[src/rtl/axi2mem_pkg.sv]
// Shared encodings for the TCDM read-burst scheduler: AXI burst types and FSM states.
package axi2mem_pkg;

    localparam logic [1:0] BURST_FIXED = 2'b00;
    localparam logic [1:0] BURST_INCR  = 2'b01;
    localparam logic [1:0] BURST_WRAP  = 2'b10;

    typedef enum logic {
        ST_IDLE  = 1'b0,
        ST_ISSUE = 1'b1
    } state_e;

endpackage

[src/rtl/axi2mem_burst_addr_gen.sv]
// Combinational 64-bit beat address for a given beat index of an AXI burst.
module axi2mem_burst_addr_gen
    import axi2mem_pkg::*;
#(
    parameter int ADDR_WIDTH = 32
) (
    input  logic [ADDR_WIDTH-1:0] base_i,
    input  logic [7:0]            len_i,
    input  logic [1:0]            burst_i,
    input  logic [7:0]            beat_cnt_i,
    output logic [ADDR_WIDTH-1:0] beat_addr_o
);

    logic [ADDR_WIDTH-1:0] incr_addr;
    logic [ADDR_WIDTH-1:0] wrap_mask;
    logic                  wrap_ok;

    assign incr_addr = base_i + (ADDR_WIDTH'(beat_cnt_i) << 3);
    assign wrap_ok   = (len_i == 8'd1) || (len_i == 8'd3) || (len_i == 8'd7) || (len_i == 8'd15);
    assign wrap_mask = ((ADDR_WIDTH'(len_i) + ADDR_WIDTH'(1)) << 3) - ADDR_WIDTH'(1);

    // Illegal WRAP lengths and the reserved encoding fall back to INCR.
    always_comb begin
        beat_addr_o = incr_addr;
        if (burst_i == BURST_FIXED) begin
            beat_addr_o = base_i;
        end else if ((burst_i == BURST_WRAP) && wrap_ok) begin
            beat_addr_o = (base_i & ~wrap_mask) | (incr_addr & wrap_mask);
        end
    end

endmodule

[src/rtl/axi2mem_tcdm_rd_sched.sv]
// Expands one AXI AR burst at a time into per-beat commands on two 32-bit TCDM read lanes.
module axi2mem_tcdm_rd_sched
    import axi2mem_pkg::*;
#(
    parameter int ID_WIDTH   = 6,
    parameter int ADDR_WIDTH = 32
) (
    input  logic                           clk_i,
    input  logic                           rst_ni,
    input  logic                           ar_valid_i,
    output logic                           ar_ready_o,
    input  logic [ADDR_WIDTH-1:0]          ar_addr_i,
    input  logic [7:0]                     ar_len_i,
    input  logic [1:0]                     ar_burst_i,
    input  logic [ID_WIDTH-1:0]            ar_id_i,
    output logic [1:0]                     trans_rd_req_o,
    input  logic [1:0]                     trans_rd_gnt_i,
    output logic [1:0][ADDR_WIDTH-1:0]     trans_rd_add_o,
    output logic [1:0][ID_WIDTH-1:0]       trans_rd_id_o,
    output logic [1:0]                     trans_rd_last_o,
    output logic                           busy_o
);

    state_e                 state_q, state_d;
    logic [ADDR_WIDTH-1:0]  base_q, base_d;
    logic [7:0]             len_q, len_d;
    logic [1:0]             burst_q, burst_d;
    logic [ID_WIDTH-1:0]    id_q, id_d;
    logic [7:0]             beat_cnt_q, beat_cnt_d;
    logic [1:0]             lane_done_q, lane_done_d;
    logic [1:0]             req_q, req_d;
    logic                   last_q, last_d;
    logic                   busy_q, busy_d;
    logic [1:0][ADDR_WIDTH-1:0] add_q, add_d;

    logic [ADDR_WIDTH-1:0]  ar_base;
    logic [ADDR_WIDTH-1:0]  gen_base;
    logic [7:0]             gen_len;
    logic [1:0]             gen_burst;
    logic [7:0]             gen_cnt;
    logic [ADDR_WIDTH-1:0]  gen_addr;
    logic [1:0]             lane_cmp;
    logic                   load_beat;
    logic                   unused_addr_bits;

    // Sub-beat byte offset is resolved by the data path, not here.
    assign ar_base          = {ar_addr_i[ADDR_WIDTH-1:3], 3'b000};
    assign unused_addr_bits = ^ar_addr_i[2:0];
    assign lane_cmp         = lane_done_q | trans_rd_gnt_i;

    axi2mem_burst_addr_gen #(
        .ADDR_WIDTH (ADDR_WIDTH)
    ) u_addr_gen (
        .base_i      (gen_base),
        .len_i       (gen_len),
        .burst_i     (gen_burst),
        .beat_cnt_i  (gen_cnt),
        .beat_addr_o (gen_addr)
    );

    // The address generator always looks one beat ahead so lane outputs can be registered.
    always_comb begin
        state_d     = state_q;
        base_d      = base_q;
        len_d       = len_q;
        burst_d     = burst_q;
        id_d        = id_q;
        beat_cnt_d  = beat_cnt_q;
        lane_done_d = lane_done_q;
        req_d       = req_q;
        last_d      = last_q;
        busy_d      = busy_q;
        load_beat   = 1'b0;
        gen_base    = base_q;
        gen_len     = len_q;
        gen_burst   = burst_q;
        gen_cnt     = beat_cnt_q + 8'd1;

        case (state_q)
            ST_IDLE: begin
                gen_base  = ar_base;
                gen_len   = ar_len_i;
                gen_burst = ar_burst_i;
                gen_cnt   = 8'd0;
                if (ar_valid_i) begin
                    state_d     = ST_ISSUE;
                    base_d      = ar_base;
                    len_d       = ar_len_i;
                    burst_d     = ar_burst_i;
                    id_d        = ar_id_i;
                    beat_cnt_d  = 8'd0;
                    lane_done_d = 2'b00;
                    req_d       = 2'b11;
                    last_d      = (ar_len_i == 8'd0);
                    busy_d      = 1'b1;
                    load_beat   = 1'b1;
                end
            end
            ST_ISSUE: begin
                lane_done_d = lane_cmp;
                req_d       = ~lane_cmp;
                if (&lane_cmp) begin
                    lane_done_d = 2'b00;
                    if (last_q) begin
                        state_d = ST_IDLE;
                        req_d   = 2'b00;
                        last_d  = 1'b0;
                        busy_d  = 1'b0;
                    end else begin
                        beat_cnt_d = gen_cnt;
                        req_d      = 2'b11;
                        last_d     = (gen_cnt == len_q);
                        load_beat  = 1'b1;
                    end
                end
            end
            default: begin
                state_d = ST_IDLE;
            end
        endcase
    end

    genvar gi;
    generate
        for (gi = 0; gi < 2; gi++) begin : gen_lane
            assign add_d[gi] = load_beat ? (gen_addr + ADDR_WIDTH'(gi * 4)) : add_q[gi];

            always_ff @(posedge clk_i or negedge rst_ni) begin
                if (!rst_ni) begin
                    add_q[gi] <= '0;
                end else begin
                    add_q[gi] <= add_d[gi];
                end
            end

            assign trans_rd_add_o[gi]  = add_q[gi];
            assign trans_rd_id_o[gi]   = id_q;
            assign trans_rd_last_o[gi] = last_q;
        end
    endgenerate

    always_ff @(posedge clk_i or negedge rst_ni) begin
        if (!rst_ni) begin
            state_q     <= ST_IDLE;
            base_q      <= '0;
            len_q       <= '0;
            burst_q     <= '0;
            id_q        <= '0;
            beat_cnt_q  <= '0;
            lane_done_q <= '0;
            req_q       <= '0;
            last_q      <= 1'b0;
            busy_q      <= 1'b0;
        end else begin
            state_q     <= state_d;
            base_q      <= base_d;
            len_q       <= len_d;
            burst_q     <= burst_d;
            id_q        <= id_d;
            beat_cnt_q  <= beat_cnt_d;
            lane_done_q <= lane_done_d;
            req_q       <= req_d;
            last_q      <= last_d;
            busy_q      <= busy_d;
        end
    end

    assign ar_ready_o     = (state_q == ST_IDLE);
    assign trans_rd_req_o = req_q;
    assign busy_o         = busy_q;

endmodule

[config.mk]
export PLATFORM = sky130hd
export DESIGN_NAME = axi2mem_tcdm_rd_sched
export DESIGN_NICKNAME = d
export VERILOG_FILES = /design/src/rtl/axi2mem_pkg.sv /design/src/rtl/axi2mem_burst_addr_gen.sv /design/src/rtl/axi2mem_tcdm_rd_sched.sv
export SDC_FILE = /design/constraint.sdc
export NUM_CORES = 1
export LEC_CHECK = 0
export ABC_AREA = 1
export CORE_AREA = 8 8 119 121
export DETAILED_ROUTE_END_ITERATION = 16
export DIE_AREA = 0 0 127 129
export PLACE_DENSITY = 0.78
export RECOVER_POWER = 25
export SYNTH_ARGS = -nofsm -noshare
export SYNTH_HDL_FRONTEND = slang
export SYNTH_SLANG_ARGS = --single-unit
[constraint.sdc]
create_clock -name clk_i -period 6.75 [get_ports clk_i]
set_clock_uncertainty 0.05 [all_clocks]
set_input_delay 1.0125 -clock clk_i [delete_from_list [all_inputs] [get_ports clk_i]]
set_output_delay 1.0125 -clock clk_i [all_outputs]
set_load 0.01 [all_outputs]
# Yosys cells after proc, flatten, opt, wreduce, memory -nomap -nowiden
# Index checks and enable logic that the tools add are counted.
# Widths: inputs -> output; s select.
[classes]
n_reduce_logical = 11
mux = 31
n_bitwise = 7
n_eq_ne = 10
addsub = 5
[op_table]
columns = ["operator", "count"]
rows = [
  ["$mux 32", 3],
  ["$and 32x32->32", 2],
  ["$mux 8", 5],
  ["$add 32x11->32", 1],
  ["$add 32x3->32 const B", 1],
  ["$not 32->32", 1],
  ["$or 32x32->32", 1],
  ["$sub 32x1->32 const B", 1],
  ["$pmux 8 s2", 1],
  ["$mux 2", 6],
  ["$mux 1", 10],
  ["$add 8x1->9 const B", 1],
  ["$add 8x1->8 const B", 1],
  ["$eq 8x1->1 const B", 1],
  ["$eq 8x2->1 const B", 1],
  ["$eq 8x3->1 const B", 1],
  ["$eq 8x4->1 const B", 1],
  ["$eq 8x8->1", 1],
  ["$logic_not 8->1", 1],
  ["$pmux 1 s2", 4],
  ["$pmux 2 s2", 2],
  ["$reduce_and 2->1", 3],
  ["$reduce_and 3->1", 2],
  ["$ne 2x1->1 const B", 2],
  ["other kinds (8)", 11],
]
[totals]
in_bits = 53
reg_bits = 124

# Longest topological paths before layout
# Gate-level depths: netlist (run 1).
[depth]
depth_word = 9
ltp_mapped = 22
ltp_nobuf = 20

# Modules after synthesis
# Synthesis (run 1) repeated with hierarchy kept, for this count alone.
[hier_totals]
cells_unflattened = 1084
hier_area_um2 = 7743.7
[modules_own_cells]
columns = ["mod", "area_each_um2", "n_inst", "cells_per_inst", "seq_area_each_um2"]
rows = [
  ["axi2mem_tcdm_rd_sched", 6267.3, 1, 808, 3052.9],
  ["axi2mem_burst_addr_gen", 1476.4, 1, 276, 0.0],
]

# Worst setup path before layout (run 1)
# No wires, ideal clock.
[synth_timing]
path_kind = "flip-flop to flip-flop"
from = "register state_q"
to = "register add_q, in the netlist trans_rd_add_o[63]"
synth_period_minus_slack_ns = 3.274
stages_incl_launch_ff = 21
slack_ns = 3.476
n_path_buf = 5
required_time_ns = 6.583
t_arrival_ns = 3.107
path_cell_list = "dfrtp_1 buf_6 buf_8 buf_6 buf_4 clkbuf_1 o21ai_0 inv_1 ha_1 inv_1 fa_1 inv_1 nand4_1 o211ai_1 nand3_1 o21ai_4 nand3_1 nor2_2 nand3_1 nand3_1 nand2_1"
[synth_between]
elab_chain_len = 9
[synth_rtl]
columns = ["element", "line_no", "source"]
rows = [
  ["from (decl)", "axi2mem_tcdm_rd_sched.sv:24", "state_e state_q, state_d;"],
  ["from (signal assigned)", "axi2mem_tcdm_rd_sched.sv:155", "state_q <= state_d;"],
  ["$mux 8", "axi2mem_tcdm_rd_sched.sv:79", "case (state_q)"],
  ["$add 8x1->9 (tied with other cells)", "axi2mem_burst_addr_gen.sv:20", "assign wrap_mask = ((ADDR_WIDTH'(len_i) + ADDR_WIDTH'(1)) << 3) - ADDR_WIDTH'(1);"],
  ["$sub 32x1->32 or $logic_or 1x1->1 (tied branches)", "axi2mem_burst_addr_gen.sv:20, axi2mem_burst_addr_gen.sv:19", ""],
  ["$not 32->32 or $logic_or 1x1->1 (tied branches)", "axi2mem_burst_addr_gen.sv:28, axi2mem_burst_addr_gen.sv:19", ""],
  ["$and 32x32->32 or $logic_or 1x1->1 (tied branches)", "axi2mem_burst_addr_gen.sv:28, axi2mem_burst_addr_gen.sv:19", ""],
  ["$or 32x32->32 or $logic_and 1x1->1 (tied branches)", "axi2mem_burst_addr_gen.sv:28, axi2mem_burst_addr_gen.sv:27", ""],
  ["$mux 32", "axi2mem_burst_addr_gen.sv:27", "end else if ((burst_i == BURST_WRAP) && wrap_ok) begin"],
  ["$mux 32", "axi2mem_burst_addr_gen.sv:25", "if (burst_i == BURST_FIXED) begin"],
  ["$add 32x3->32", "axi2mem_tcdm_rd_sched.sv:126", "assign add_d[gi] = load_beat ? (gen_addr + ADDR_WIDTH'(gi * 4)) : add_q[gi];"],
  ["to (signal, indexed assignment)", "axi2mem_tcdm_rd_sched.sv:132", "add_q[gi] <= add_d[gi];"],
  ["to (decl)", "axi2mem_tcdm_rd_sched.sv:34", "logic [1:0][ADDR_WIDTH-1:0] add_q, add_d;"],
]
# Several ways; a longest one is shown, not always the timed one.
# A chain may end at the register's enable or synchronous reset.

# Final worst setup path (run 1)
# Ends and elaborated chain as after synthesis.

==> impl_metrics.toml, run 1 <==
[placement]
hpwl_um = 11210
port_buffers = 126
gp_congestion = 0.9222
preCtsSetupSlack_ps = 2730

[power_and_ir_drop]
p_leak_nw = 3.424
power.density_nw_per_um2 = 508.9
swShare_pct = 44.27
internal_power_w = 0.002083
pwr-share-comb_pct = 59.9
vdd_drop_max_mv = 0.3884
p_total_w = 0.003738
seqPwrFrac_pct = 25.5
p_sw_w = 0.001655
power_frac_clock_pct = 14.6

[timing]
timing.final.crit_period_ps = 3884
hold_viol = 0
rsz0062_at_grt = "no"
maxSlewViolCount = 42
final.setup.worst_slack_ps = 2866
worst_pin_slew_ps = 2202
timing.fmax_mhz = 257.4
setup-violations-final = 0
slew_headroom_pct = -46.78
post-route-period-util_pct = 57.55
fin_setup_tns_ps = 0

[worst_hold_path]
min_path_cells = 2
hp-start = "burst_q[0]"
hold_class = "reg2reg"

[detailed_routing]
drc = 0
drt_iter0_markers = 375
vias = 5275
dr.pass1.iters = 5
wire_per_inst_um = 14.59
antenna_left = 0
vias_per_cell = 5.177
routed_wl_um = 14870

[flow_run]
max-cap-violations = 1

[worst_setup_path]
cp.arrival_ps = 4070
r2r_cells = 17
cp-start-kind = "flip-flop"
r2r_start = "state_q"
required_ps = 6930
critPathMaxFanout = 33
cp-end-kind = "flip-flop"
path_class = "reg2reg"
startpoint = "state_q"

[floorplanning]
die_w_um = 127
initial_core_util_pct = 48.61
ios = 135
core_area_um2 = 12310
row_count = 41
design.die.area_um2 = 16380
die_y_um = 129

[synth]
synth_flop_cell = "dfrtp_1"
ys_seq_elements = 90
syn_avg_cell_area_um2 = 7.624
synthDistinctLibCells = 48
synth_warnings = 0
syn_area_um2 = 5984
synth_edf_count = 0
yosysSeqAreaShare_pct = 37.63
synth_cells = 785
async_flop_share_pct = 100.0

[clocking]
ctsResizeCount = 0
cts_tree = "done"
clk_pin_slew_ps = 70
clock_path_buffers = 2
postCtsSetupBuffers = 0
cts-hold-fix-buffers = 0
clk_latency_ps = 340
cts_root_buf = "clkbuf_16"
cts_sinks = 90
htree_levels = 3
cts_inserted_buffers = 9

[global_routing]
grt_antenna_before_repair = 0
grt_overflow = 0
track_usage_pct = 18.23
grt_max_degree = 67
grt_pass1_vias = 5001
grt_pass1_wl_um = 24210

[layout]
final_cell_mix = "nand2_1, clkdlybuf4s50_1, dfrtp_1"
final_common_cell = "nand2_1"
nets = 929
diodes = 0
area_growth_pct = 22.73
drive_gt1_share_pct = 11.51

[run_status]
violations = "capacitance limit, slew limit"
status = "finished, violations left"
power by group through the flow:
| stage | Clock, W | Sequential [W] | Combinational (W) |
|---|---|---|---|
| 6_report | 0.000546 | 0.000954 | 0.00224 |
| 2_1_floorplan | 0 | 0.000987 | 0.00155 |
| 5_1_grt | 0.000577 | 0.000989 | 0.00248 |
| 3_5_place_dp | 0 | 0.000965 | 0.00223 |
| 4_1_cts | 0.000555 | 0.000956 | 0.00224 |
| 3_3_place_gp | 0 | 0.000953 | 0.00218 |
kinds of logic after synthesis:
kind of cell             synth area share, %
multiplexers                           5.582
other                                0.06266
XOR/XNOR                               2.342
adder cells (fa/ha/maj)                2.634
flip-flops                             37.63
AO/OA/AOI/OAI                          10.33
buffers and inverters                  12.65
AND/OR/NAND/NOR                        28.77
synth_stat cells (2+ instances only):
| cell type | count | area, um2 |
|---|---|---|
| nor2_1 | 54 | 202.7 |
| o21ai_1 | 15 | 75.07 |
| or2_2 | 19 | 118.9 |
| buf_2 | 5 | 25.02 |
| nand4_1 | 9 | 56.30 |
| o21a_1 | 3 | 22.52 |
| inv_2 | 5 | 18.77 |
| buf_4 | 44 | 330.3 |
| mux2_2 | 27 | 304.0 |
| clkbuf_1 | 13 | 48.80 |
| dfrtp_1 | 90 | 2252 |
| o32a_1 | 2 | 20.02 |
| nor2_4 | 2 | 22.52 |
| nand3_2 | 2 | 20.02 |
| nand3b_1 | 2 | 15.01 |
| o211ai_1 | 2 | 15.01 |
| o21ai_2 | 4 | 35.03 |
| mux2i_1 | 3 | 30.03 |
| nand2_4 | 4 | 45.04 |
| nor2_2 | 8 | 50.05 |
| nor3_1 | 8 | 40.04 |
| a21oi_1 | 19 | 95.09 |
| nor4_1 | 5 | 31.28 |
| a31oi_1 | 2 | 12.51 |
| nand2_2 | 3 | 18.77 |
| inv_1 | 75 | 281.5 |
| nand3_1 | 60 | 300.3 |
| ha_1 | 11 | 137.6 |
| buf_6 | 3 | 33.78 |
| nand2_1 | 202 | 758.2 |
| o21ai_0 | 52 | 260.3 |
| xnor2_1 | 7 | 61.31 |
| a21oi_4 | 2 | 32.53 |
| xor2_1 | 9 | 78.83 |
state kept, by name, indices dropped and copies added (netlist names):
register,flops
trans_rd_add_o,30
base_q,29
beat_cnt_q,8
len_q,8
id_q,6
burst_q,2
lane_done_q,2
trans_rd_req_o,2
busy_o,1
last_q,1
state_q,1
routing by layer:
| layer | track usage (%) | vias up | part of all wire, % |
|---|---|---|---|
| li1 | - | 2663 | - |
| met1 | 23.57 | 2413 | 46 |
| met2 | 29.38 | 174 | 44 |
| met3 | 4.261 | 25 | 8.1 |
| met4 | 6.368 | 0 | 1.8 |
| met5 | 0 | - | 0 |
worst max-delay path, cell delays in order, from the launching register on:
cell and delay, ps:
dfrtp_2 390, inv_1 710, or2_2 230, o21ai_0 160, inv_1 110, ha_1 210, inv_1 80, fa_1 420
inv_1 100, nand4_1 100, o211ai_1 150, nand3_1 200, o21ai_4 220, nand3_1 160, nor2_2 180, nand3_1 90
nand3_1 140, nand2_1 60
metrics by stage:
| stage | instances | utilization [%] | instance area (um2) | hold slack, ps |
|---|---|---|---|---|
| 3_3_place_gp | 1003 | 57.07 | 7027 | 396.8 |
| 4_1_cts | 1019 | 59.69 | 7348 | 417.0 |
| 6_report | 1019 | 59.65 | 7345 | 411.4 |
| 3_5_place_dp | 1003 | 57.07 | 7027 | 401.8 |
| 2_1_floorplan | 789 | - | 6000 | 384.9 |
| 5_1_grt | 1019 | 59.65 | 7345 | 446.1 |
worst paths after layout:
path / slack [ps] / end
min in group asynchronous: 1260 / id_q[4]
max in group asynchronous: 3760 / state_q
worst max-delay path: 2870 / trans_rd_add_o[63]
worst min register to register: 410 / burst_q[0]
worst max register to register: 2870 / trans_rd_add_o[63]
worst min-delay path: 410 / burst_q[0]
area by class of cell:
cell class | instances | area [um2]
inverters | 81 | 304.0
multi-input cells | 552 | 2993
clock inverters | 4 | 75.07
well taps | 150 | 187.7
fillers | 1127 | 4967
flip-flops and latches | 90 | 2253
clock buffers | 12 | 246.5
repair buffers | 130 | 1285
Power figures use the tool's default switching activity.
==> inputs of run 2 (changes only) <==
--- a/config.mk
+++ b/config.mk
@@ -6,10 +6,10 @@
 export NUM_CORES = 1
 export LEC_CHECK = 0
 export ABC_AREA = 1
-export CORE_AREA = 8 8 119 121
+export CORE_AREA = 8 8 124 126
 export DETAILED_ROUTE_END_ITERATION = 16
-export DIE_AREA = 0 0 127 129
-export PLACE_DENSITY = 0.78
+export DIE_AREA = 0 0 132 134
+export PLACE_DENSITY = 0.75
 export RECOVER_POWER = 25
 export SYNTH_ARGS = -nofsm -noshare
 export SYNTH_HDL_FRONTEND = slang
==> constraint.sdc (replaced) <==
create_clock -name clk_i -period 3.55 [get_ports clk_i]
set_clock_uncertainty 0.05 [all_clocks]
set_input_delay 0.5325 -clock clk_i [delete_from_list [all_inputs] [get_ports clk_i]]
set_output_delay 0.5325 -clock clk_i [all_outputs]
set_load 0.01 [all_outputs]
==> impl_metrics.toml, run 2 (same netlist as run 1, synthesis figures left out) <==
[run_status]
status = "finished, violations left"
violations = "capacitance limit, slew limit"

[clocking]
htree_levels = 3
clock_path_buffers = 2
clk_pin_slew_ps = 60
ctsResizeCount = 0
cts_inserted_buffers = 9
postCtsSetupBuffers = 0
cts-hold-fix-buffers = 0
cts_sinks = 90
clk_latency_ps = 350
cts_root_buf = "clkbuf_16"
cts_tree = "done"

[floorplanning]
ios = 135
die_w_um = 132
die_y_um = 134
design.die.area_um2 = 17690
core_area_um2 = 13500
row_count = 43
initial_core_util_pct = 44.32

[layout]
final_cells = 1052
area_growth_pct = 23.69
diodes = 0
drive_gt1_share_pct = 12.16
final_common_cell = "nand2_1"
largest_reg_flops = 30
final_cell_mix = "nand2_1, clkdlybuf4s50_1, dfrtp_1"
nets = 932

[timing]
timing.fmax_mhz = 299.6
final.setup.worst_slack_ps = 212.7
maxSlewViolCount = 72
post-route-period-util_pct = 94.01
fin_setup_tns_ps = 0
hold_viol = 0
worst_pin_slew_ps = 1793
slew_headroom_pct = -19.54
rsz0062_at_grt = "no"
timing.final.crit_period_ps = 3337
setup-violations-final = 0

[detailed_routing]
dr.pass1.iters = 5
drt_iter0_markers = 427
vias_per_cell = 4.990
drc = 0
routed_wl_um = 15230
wire_per_inst_um = 14.48
vias = 5250
antenna_left = 0

[global_routing]
grt_max_degree = 72
grt_antenna_before_repair = 0
grt_pass1_wl_um = 25770
grt_overflow = 0
track_usage_pct = 17.75
grt_pass1_vias = 5172

[placement]
hpwl_um = 11460
port_buffers = 126
preCtsSetupSlack_ps = 96.76
gp_congestion = 0.9023
dp_cells = 1036

[worst_setup_path]
critPathMaxFanout = 7
required_ps = 3740
r2r_slack_ps = 210
cp.arrival_ps = 3520
path_cells = "inv_1, or2_2, o21ai_0, inv_1, ha_1, inv_1, fa_1, inv_1, nand4_1, o211ai_1, nand3_1, o21ai_4, nand3_1, nor2_2, nand3_1, nand3_1, nand2_1"
cp-end-kind = "flip-flop"
cp-start-kind = "flip-flop"
path_class = "reg2reg"
slowest_delay_ps = 420
critical-path-slowest-cell = "dfrtp_2"

[power_and_ir_drop]
pwr-share-comb_pct = 60.4
power_frac_clock_pct = 13.8
power.density_nw_per_um2 = 957.4
p_leak_nw = 3.449
vdd_drop_max_mv = 0.4085
p_sw_w = 0.003154
seqPwrFrac_pct = 25.8
swShare_pct = 44.50
internal_power_w = 0.003933

[worst_hold_path]
hold_class = "reg2reg"

[flow_run]
max-cap-violations = 1
run 2: cell type report:
cell class | count | area (um2)
Multi-Input combinational cell | 552 | 2993
Sequential cell | 90 | 2253
Inverter | 81 | 304.0
Tap cell | 180 | 225.2
Timing Repair Buffer | 133 | 1321
Fill cell | 1256 | 6102
Clock buffer | 11 | 252.7
Clock inverter | 5 | 52.55
run 2: layer usage:
layer  wire, um  GRT usage, %
met1       6944         23.03
met2       6857         27.50
met3       1115         4.562
met4        315         7.594
met5          0             0
run 2: critical path: cells and delay by family (launching register included):
kind	cells	cell delay [ps]
buf+inv	4	500
flops	1	420
fa+ha+maj	2	620
simple gates	8	1120
compound gates	3	510
run 2: power groups by stage:
| stage | clock [W] | combinational (W) | sequential (W) |
|---|---|---|---|
| floorplan | 0 | 0.00295 | 0.00188 |
| global placement | 0 | 0.00420 | 0.00182 |
| detailed placement | 0 | 0.00426 | 0.00184 |
| CTS | 0.00100 | 0.00429 | 0.00183 |
| global route | 0.00105 | 0.00478 | 0.00190 |
| finish | 0.000977 | 0.00428 | 0.00183 |
run 2: worst paths after layout:
check                                   start                 end  cells past startpoint
min                        trans_rd_add_o[34]  trans_rd_add_o[34]                      1
max                                   state_q  trans_rd_add_o[63]                     17
max reg2reg                           state_q  trans_rd_add_o[63]                     17
min reg2reg                trans_rd_add_o[34]  trans_rd_add_o[34]                      1
max in group asynchronous              rst_ni             state_q                      1
min in group asynchronous              rst_ni             id_q[0]                      1
run 2: through the flow:
| stage | total power [W] | cell area [um2] | util [%] | hold WS, ps |
|---|---|---|---|---|
| floorplan | 0.004823 | 6000 | - | 186.9 |
| global placement | 0.006025 | 7099 | 52.57 | 400.0 |
| detailed placement | 0.006109 | 7099 | 52.57 | 415.2 |
| CTS | 0.007123 | 7405 | 54.83 | 303.1 |
| global route | 0.007722 | 7402 | 54.81 | 443.5 |
| finish | 0.007086 | 7402 | 54.81 | 420.1 |
